`config.mk`:
```
export PLATFORM = sky130hd
export DESIGN_NAME = rom_mp
export DESIGN_NICKNAME = d
export VERILOG_FILES = /design/src/rtl/rom_pkg.sv /design/src/rtl/rom_mp_rr_arbiter.sv /design/src/rtl/rom_mp.sv
export SDC_FILE = /design/constraint.sdc
export NUM_CORES = 1
export LEC_CHECK = 0
export ABC_AREA = 1
export BUFFER_PORTS_ARGS = -buffer_cell sky130_fd_sc_hd__buf_2
export CORE_AREA = 5 5 42 44
export DETAILED_ROUTE_END_ITERATION = 10
export DIE_AREA = 0 0 47 49
export MAX_ROUTING_LAYER = met4
export PLACE_DENSITY_LB_ADDON = 0.2
export REMOVE_ABC_BUFFERS = 1
export SYNTH_ARGS = -nofsm -noshare
export SYNTH_HDL_FRONTEND = slang
export SYNTH_SLANG_ARGS = --single-unit
export TNS_END_PERCENT = 20
```
`constraint.sdc`:
```
create_clock -name clk -period 1.4 [get_ports clk]
set_clock_uncertainty 0.15 [all_clocks]
set_input_delay 0.07 -clock clk [delete_from_list [all_inputs] [get_ports clk]]
set_output_delay 0.07 -clock clk [all_outputs]
set_load 0.02 [all_outputs]
```
`src/rtl/rom_pkg.sv`:
```
// Shared constants and helpers for the multi-port ROM and its arbiter.
package rom_pkg;

  localparam int DEF_ADDR_WIDTH = 4;
  localparam int DEF_DATA_WIDTH = 8;
  localparam int DEF_NUM_CH     = 2;

  // Width of a channel index; never collapses to zero bits for a single channel.
  function automatic int ch_idx_w(input int n);
    return (n <= 1) ? 1 : $clog2(n);
  endfunction

endpackage

```
`src/rtl/rom_mp_rr_arbiter.sv`:
```
// Round-robin arbiter: one grant per cycle, search starts at the rotating pointer.
module rr_arbiter
  import rom_pkg::*;
#(
  parameter int N = DEF_NUM_CH
) (
  input  logic                   clk,
  input  logic                   rst_n,
  input  logic [N-1:0]           eligible_i,
  output logic [N-1:0]           grant_o,
  output logic [ch_idx_w(N)-1:0] grant_idx_o
);

  localparam int IW = ch_idx_w(N);

  logic [IW-1:0] ptr_q, ptr_d;
  logic [IW-1:0] cidx;
  logic          found;
  int            c;

  always_comb begin
    grant_o     = '0;
    grant_idx_o = '0;
    ptr_d       = ptr_q;
    found       = 1'b0;
    c           = 0;
    cidx        = '0;
    for (int k = 0; k < N; k++) begin
      c = int'(ptr_q) + k;
      if (c >= N) c = c - N;
      cidx = IW'(c);
      if (!found && eligible_i[cidx]) begin
        found          = 1'b1;
        grant_o[cidx]  = 1'b1;
        grant_idx_o    = cidx;
        // Next search starts just past the winner, wrapping to channel 0.
        ptr_d          = (c == N - 1) ? '0 : IW'(c + 1);
      end
    end
  end

  always_ff @(posedge clk) begin
    if (!rst_n) ptr_q <= '0;
    else        ptr_q <= ptr_d;
  end

endmodule

```
`src/rtl/rom_mp.sv`:
```
// Multi-channel ROM: channels share one read port through a round-robin arbiter,
// each channel keeps at most one read outstanding.
module rom_mp
  import rom_pkg::*;
#(
  parameter int ADDR_WIDTH = DEF_ADDR_WIDTH,
  parameter int DATA_WIDTH = DEF_DATA_WIDTH,
  parameter int NUM_CH     = DEF_NUM_CH,
  parameter bit OUT_REG    = 1'b0,
  parameter logic [DATA_WIDTH-1:0] INIT_DATA [2**ADDR_WIDTH] = '{default: '0}
) (
  input  logic                         clk,
  input  logic                         rst_n,
  input  logic [NUM_CH-1:0]            REQ_VALID,
  output logic [NUM_CH-1:0]            REQ_READY,
  input  logic [NUM_CH*ADDR_WIDTH-1:0] REQ_ADDR,
  output logic [NUM_CH-1:0]            RSP_VALID,
  input  logic [NUM_CH-1:0]            RSP_READY,
  output logic [NUM_CH*DATA_WIDTH-1:0] RSP_DATA
);

  localparam int IW = ch_idx_w(NUM_CH);

  logic [NUM_CH-1:0]                 eligible, arb_gnt, grant;
  logic [IW-1:0]                     gnt_idx;
  logic [NUM_CH-1:0]                 busy_q, busy_d;
  logic [NUM_CH-1:0]                 rsp_vld_q, rsp_vld_d, rsp_hs;
  logic [NUM_CH-1:0][DATA_WIDTH-1:0] rsp_data_q, rsp_data_d;
  logic [NUM_CH-1:0][ADDR_WIDTH-1:0] req_addr;
  logic [ADDR_WIDTH-1:0]             rd_addr;
  logic [DATA_WIDTH-1:0]             rom_word;

  logic                              dlv_vld;
  logic [IW-1:0]                     dlv_ch;
  logic [DATA_WIDTH-1:0]             dlv_data;

  for (genvar i = 0; i < NUM_CH; i++) begin : g_ch
    assign req_addr[i]                           = REQ_ADDR[i*ADDR_WIDTH +: ADDR_WIDTH];
    assign RSP_DATA[i*DATA_WIDTH +: DATA_WIDTH]  = rsp_data_q[i];
  end

  assign eligible = REQ_VALID & ~busy_q;

  rr_arbiter #(.N(NUM_CH)) u_arb (
    .clk         (clk),
    .rst_n       (rst_n),
    .eligible_i  (eligible),
    .grant_o     (arb_gnt),
    .grant_idx_o (gnt_idx)
  );

  // Reset blocks acceptance combinationally so nothing is granted before release.
  assign grant     = rst_n ? arb_gnt : '0;
  assign REQ_READY = grant;

  // Single shared read port: address mux by grant index, then the array lookup.
  assign rd_addr  = req_addr[gnt_idx];
  assign rom_word = INIT_DATA[rd_addr];

  if (OUT_REG) begin : g_oreg
    logic                  pv_q;
    logic [IW-1:0]         pch_q;
    logic [DATA_WIDTH-1:0] pdata_q;

    always_ff @(posedge clk) begin
      if (!rst_n) begin
        pv_q    <= 1'b0;
        pch_q   <= '0;
        pdata_q <= '0;
      end else begin
        pv_q    <= |grant;
        pch_q   <= gnt_idx;
        pdata_q <= rom_word;
      end
    end

    assign dlv_vld  = pv_q;
    assign dlv_ch   = pch_q;
    assign dlv_data = pdata_q;
  end else begin : g_noreg
    assign dlv_vld  = |grant;
    assign dlv_ch   = gnt_idx;
    assign dlv_data = rom_word;
  end

  assign rsp_hs = rsp_vld_q & RSP_READY;
  // A channel can only be granted after its previous response drained,
  // so delivery never collides with an unconsumed response.
  assign busy_d = (busy_q | grant) & ~rsp_hs;

  always_comb begin
    rsp_vld_d  = rsp_vld_q;
    rsp_data_d = rsp_data_q;
    for (int i = 0; i < NUM_CH; i++) begin
      if (rsp_hs[i]) rsp_vld_d[i] = 1'b0;
      if (dlv_vld && dlv_ch == IW'(i)) begin
        rsp_vld_d[i]  = 1'b1;
        rsp_data_d[i] = dlv_data;
      end
    end
  end

  always_ff @(posedge clk) begin
    if (!rst_n) begin
      busy_q     <= '0;
      rsp_vld_q  <= '0;
      rsp_data_q <= '0;
    end else begin
      busy_q     <= busy_d;
      rsp_vld_q  <= rsp_vld_d;
      rsp_data_q <= rsp_data_d;
    end
  end

  assign RSP_VALID = rsp_vld_q;

endmodule

```
==> qor.csv, run 1 <==
metric,value,unit
status,"finished, violations left",
violations,negative hold slack,
drc,0,
hold_viol,2,
hold_path_startpoint,rst_n,
core,1400,um^2
worstPathRequired,1180,ps
drt_wl_total,647,um
gp_congestion,0.644,
cp-start-kind,flop,
hp-class,in2reg,
min_path_cells,3,
antenna_found_initial,0,
syn_to_final_growth,22.6,%
seq_area_frac_synth,28.3,%
drt-pass1-iter-count,4,
p_per_area,1060,nW/um^2
synth_edf_count,0,
fp.dieH,49,um
switching_share,34.1,%
p_leak,0.259,nW
avgSynthCellArea,7.08,um^2
insertedDiodeCount,0,
routedWlPerCell,7.80,um
root_buffer,clkbuf_4,
cts_tree,done,
clkSinkCount,5,
path_buf_inv,3,
initial_core_util,25.3,%
routed_via_density,3.47,
seq_power_share,36.1,%
internal-power,0.304,mW
gr-total-overflow,0,
grt_pass1_vias,253,
track_usage,6.87,%
io_buffers,9,
crit_type,reg2out,
die-area,2300,um^2
r2r_end,RSP_VALID[1],
setup_viol,0,
dp_hpwl,490,um
fmax,0.774,GHz
path_clk_slew,40,ps
p_switching,0.157,mW
end_kind,output port,
async_reset_ff_share,0,%
drtIter0Drc,4,
p_comb_share,27.3,%
synth_commonest_cells,"16 x buf_4, 10 x nand2_1, 5 x dfxtp_1, 5 x inv_1",
clock_power_share,36.6,%
yosysMostFrequentCell,buf_4,
yosys.area.top_type,buf_4,
reg2regPathDepth,6,
drive_gt1_share,28.4,%
worstPathCellList,inv_1 -> nand3_2 -> nand2_1 -> nand2_1 -> inv_1 -> buf_2,
r2r_slack,460,ps
ys.flop_type,dfxtp_1,
die_w,47,um
post-route-min-period,1290,ps
synth.area.top_cells,"buf_4 34%, dfxtp_1 28%, nand2_1 11%",
grt_max_degree,6,
dp_slack,339,ps
ys_seq_elements,5,
finalNetCount,82,
r2r-start,busy_q[0],
synth_top_area_share,33.9,%
report.final.slew_viol_count,0,
netlist_instances,50,
finalSetupTns,0,ps
num_rows,14,
slowest_delay,300,ps
vias,288,
rsz0062_at_grt,false,
ir_drop,0.290,mV
min_period_over_period,92.3,%
nFillCells,169,
io_pins,34,
ys_warn_count,0,
crit_arrival,1070,ps
syn_area,354,um^2
htreeDepth,1,
postRouteAntennaNets,0,
grt_pass1_wl,1.09,mm
cap_violations,0,
critical_path.max_fanout,4,
ctsLongestPathBuffers,2,
worst_hold_slack,-27.1,ps
ys_types,15,
slowest_stage,dfxtp_1,
clk_latency,240,ps
cts_setup_buffers,0,
crit_family,flip-flops,
worstHoldEndpoint,RSP_VALID[0],
worst_slack,108,ps
cts_made_buffers,3,
-- registers in the layout, summed over array words and instances, names as in the netlist --
| name | count |
|---|---|
| RSP_VALID | 2 |
| busy_q | 2 |
| u_arb.ptr_q | 1 |
-- timing repair --
item                                    4_1_cts  5_1_grt
endpoints found under the hold margin         5        1
gates resized for setup                       0        1
hold buffers                                  4        2
endpoints found under the setup margin        0        2
-- layer usage --
metal / global-route usage, % / up-vias / routed length, um
met1: 7.73 / 113 / 265
met4: 4.15 / 0 / 12
met5: - / - / 0
li1: - / 153 / -
met2: 8.60 / 20 / 264
met3: 4.80 / 2 / 106
-- logic make-up after synthesis --
group,count (synthesis),synth area share (%)
other,1,1.06
buffers and inverters,23,41.3
flip-flops,5,28.3
AO/OA/AOI/OAI,4,6.71
AND/OR/NAND/NOR,17,22.6
-- through the flow --
step	power [mW]	hold slack (ps)	cells	util, %	instance area, um^2
floorplan	0.256	15.7	49	-	290
global placement	0.282	124	74	25.4	355
detailed placement	0.282	131	74	25.4	355
CTS	0.463	2.85	82	30.1	422
global route	0.494	-2.88	83	31.0	434
finish	0.461	-27.1	83	31.0	434
-- cell type report --
class	instances	area, um^2	share of cell area [%]
inverter	7	26.3	6.05
clock buffer	4	26.3	6.05
sequential	5	100	23.1
multi-input combinational	37	166	38.3
tap	16	20.0	4.61
timing repair buffer	14	95.1	21.9
-- worst max-delay path by stage --
stage | start | depth (start not counted) | slack, ps | endpoint
after global placement | busy_q[0] | 7 | 330 | REQ_READY[1]
after detailed placement | busy_q[0] | 7 | 340 | REQ_READY[1]
after CTS | rst_n | 5 | 40 | REQ_READY[1]
after floorplan | busy_q[0] | 6 | 450 | REQ_READY[1]
final | busy_q[1] | 6 | 110 | REQ_READY[1]
after global routing | busy_q[1] | 6 | 4 | REQ_READY[1]
-- placed cells by master, fill, tap and decap left out --
master,instances
conb_1,16
nand2_1,9
buf_2,9
dfxtp_1,5
inv_1,5
dlygate4sd3_1,5
clkbuf_4,3
inv_2,2
nand2_2,2
nor2_1,2
a21oi_1,2
nor2_2,1
nand3_2,1
a21oi_2,1
nand3_1,1
nand3b_1,1
o21ai_1,1
clkbuf_1,1
-- power by group through the flow --
| stage | Combinational (mW) | Sequential [mW] | Clock [mW] |
|---|---|---|---|
| 2_1_floorplan | 0.0802 | 0.175 | 0 |
| 3_3_place_gp | 0.114 | 0.169 | 0 |
| 3_5_place_dp | 0.114 | 0.168 | 0 |
| 4_1_cts | 0.123 | 0.166 | 0.175 |
| 5_1_grt | 0.141 | 0.168 | 0.184 |
| 6_report | 0.126 | 0.166 | 0.169 |
-- worst min-delay path, cell delays in order --
cell and delay, ps:
buf_2 130, nand2_1 70, o21ai_1 50
Power figures use the tool's default switching activity.
==> run 2, diff against run 1 <==
--- a/config.mk
+++ b/config.mk
@@ -6,13 +6,12 @@
 export NUM_CORES = 1
 export LEC_CHECK = 0
 export ABC_AREA = 1
-export BUFFER_PORTS_ARGS = -buffer_cell sky130_fd_sc_hd__buf_2
+export BUFFER_PORTS_ARGS = -buffer_cell sky130_fd_sc_hd__buf_4
 export CORE_AREA = 5 5 42 44
 export DETAILED_ROUTE_END_ITERATION = 10
 export DIE_AREA = 0 0 47 49
 export MAX_ROUTING_LAYER = met4
 export PLACE_DENSITY_LB_ADDON = 0.2
-export REMOVE_ABC_BUFFERS = 1
 export SYNTH_ARGS = -nofsm -noshare
 export SYNTH_HDL_FRONTEND = slang
 export SYNTH_SLANG_ARGS = --single-unit
==> qor.csv, run 2 (synthesis results as in run 1) <==
metric,value,unit
status,finished clean,
fp.dieH,49,um
layout_commonest_cell,conb_1,
final_cell_mix,"16 x conb_1, 10 x nand2_1, 8 x buf_4",
die-area,2300,um^2
cp-start-kind,input port,
routedWlPerCell,7.28,um
drt-pass1-iter-count,1,
dp_hpwl,483,um
worstPathRequired,1180,ps
io_buffers,9,
drc,0,
drtIter0Drc,0,
syn_to_final_growth,29.7,%
die_w,47,um
grt_pass1_wl,945,um
end_kind,output port,
path_clk_slew,50,ps
crit_type,in2out,
track_usage,5.99,%
routed_via_density,3.51,
critical_path.max_fanout,4,
cts_made_buffers,3,
gp_congestion,0.657,
drt_wl_total,604,um
p_per_area,1030,nW/um^2
antenna_found_initial,0,
drive_gt1_share,28.4,%
cts_tree,done,
fmax,0.755,GHz
grt_max_degree,7,
finish.utilization,32.8,%
report.final.slew_viol_count,0,
finalNetCount,82,
vias,291,
hold_viol,0,
io_pins,34,
num_rows,14,
p_leak,0.268,nW
clkSinkCount,5,
nFillCells,152,
initial_core_util,25.3,%
post-route-min-period,1320,ps
clk_latency,240,ps
insertedDiodeCount,0,
grt_pass1_vias,249,
root_buffer,clkbuf_4,
finalSetupTns,0,ps
cap_violations,0,
ctsLongestPathBuffers,2,
ir_drop,0.413,mV
gr-total-overflow,0,
postRouteAntennaNets,0,
min_period_over_period,94.6,%
setup_viol,0,
core,1400,um^2
rsz0062_at_grt,false,
hp-class,in2reg,
crit_arrival,1100,ps
htreeDepth,1,
run 2: worst max-delay path, stage by stage:
cell,delay [ps]
dlygate4sd3_1,540
buf_6,110
inv_2,30
nor2_2,100
nand2_2,70
inv_1,70
buf_6,110
run 2: worst paths after layout:
kind | startpoint | end | slack (ps) | cells after the start
worst max-delay path | rst_n | REQ_READY[0] | 80 | 7
worst min register to register | busy_q[0] | busy_q[0] | 300 | 2
worst max register to register | busy_q[0] | RSP_VALID[1] | 470 | 6
worst min-delay path | REQ_VALID[1] | u_arb.ptr_q | 20 | 4
run 2: where the power goes:
| part | switching (mW) | internal [mW] | leakage, nW |
|---|---|---|---|
| Combinational | 0.0880 | 0.0493 | 0.211 |
| Clock | 0.0609 | 0.108 | 0.0150 |
| Sequential | 0.00902 | 0.158 | 0.0415 |
| Total | 0.158 | 0.315 | 0.268 |
run 2: stage by stage:
step                      instance area [um^2]  setup WS [ps]  instances  power, mW  hold WS [ps]
final                                      459           76.3         83      0.473          24.2
after global routing                       459          0.162         83      0.508          56.2
after CTS                                  444           48.8         82      0.475          23.3
after detailed placement                   378            351         74      0.292           118
after global placement                     378            339         74      0.293           116
after floorplan                            410            450         65      0.290          15.7
run 2: final cells by class:
cell class | count | area, um^2 | area share, %
inverter | 7 | 26.3 | 5.72
multi-input combinational | 37 | 164 | 35.7
timing repair buffer | 14 | 123 | 26.7
tap | 16 | 20.0 | 4.36
clock buffer | 4 | 26.3 | 5.72
sequential | 5 | 100 | 21.8
run 2: routing by layer:
layer | global-route usage, % | part of all wire (%)
met3 | 4.80 | 19
met1 | 6.14 | 39
met2 | 8.14 | 42
met5 | - | 0
met4 | 2.76 | 0
run 2: what timing repair did:
item,in CTS,in global routing
setup endpoints to repair,0,2
resized for setup,0,2
hold buffers,4,0
hold endpoints to repair,5,0
setup buffers,0,1
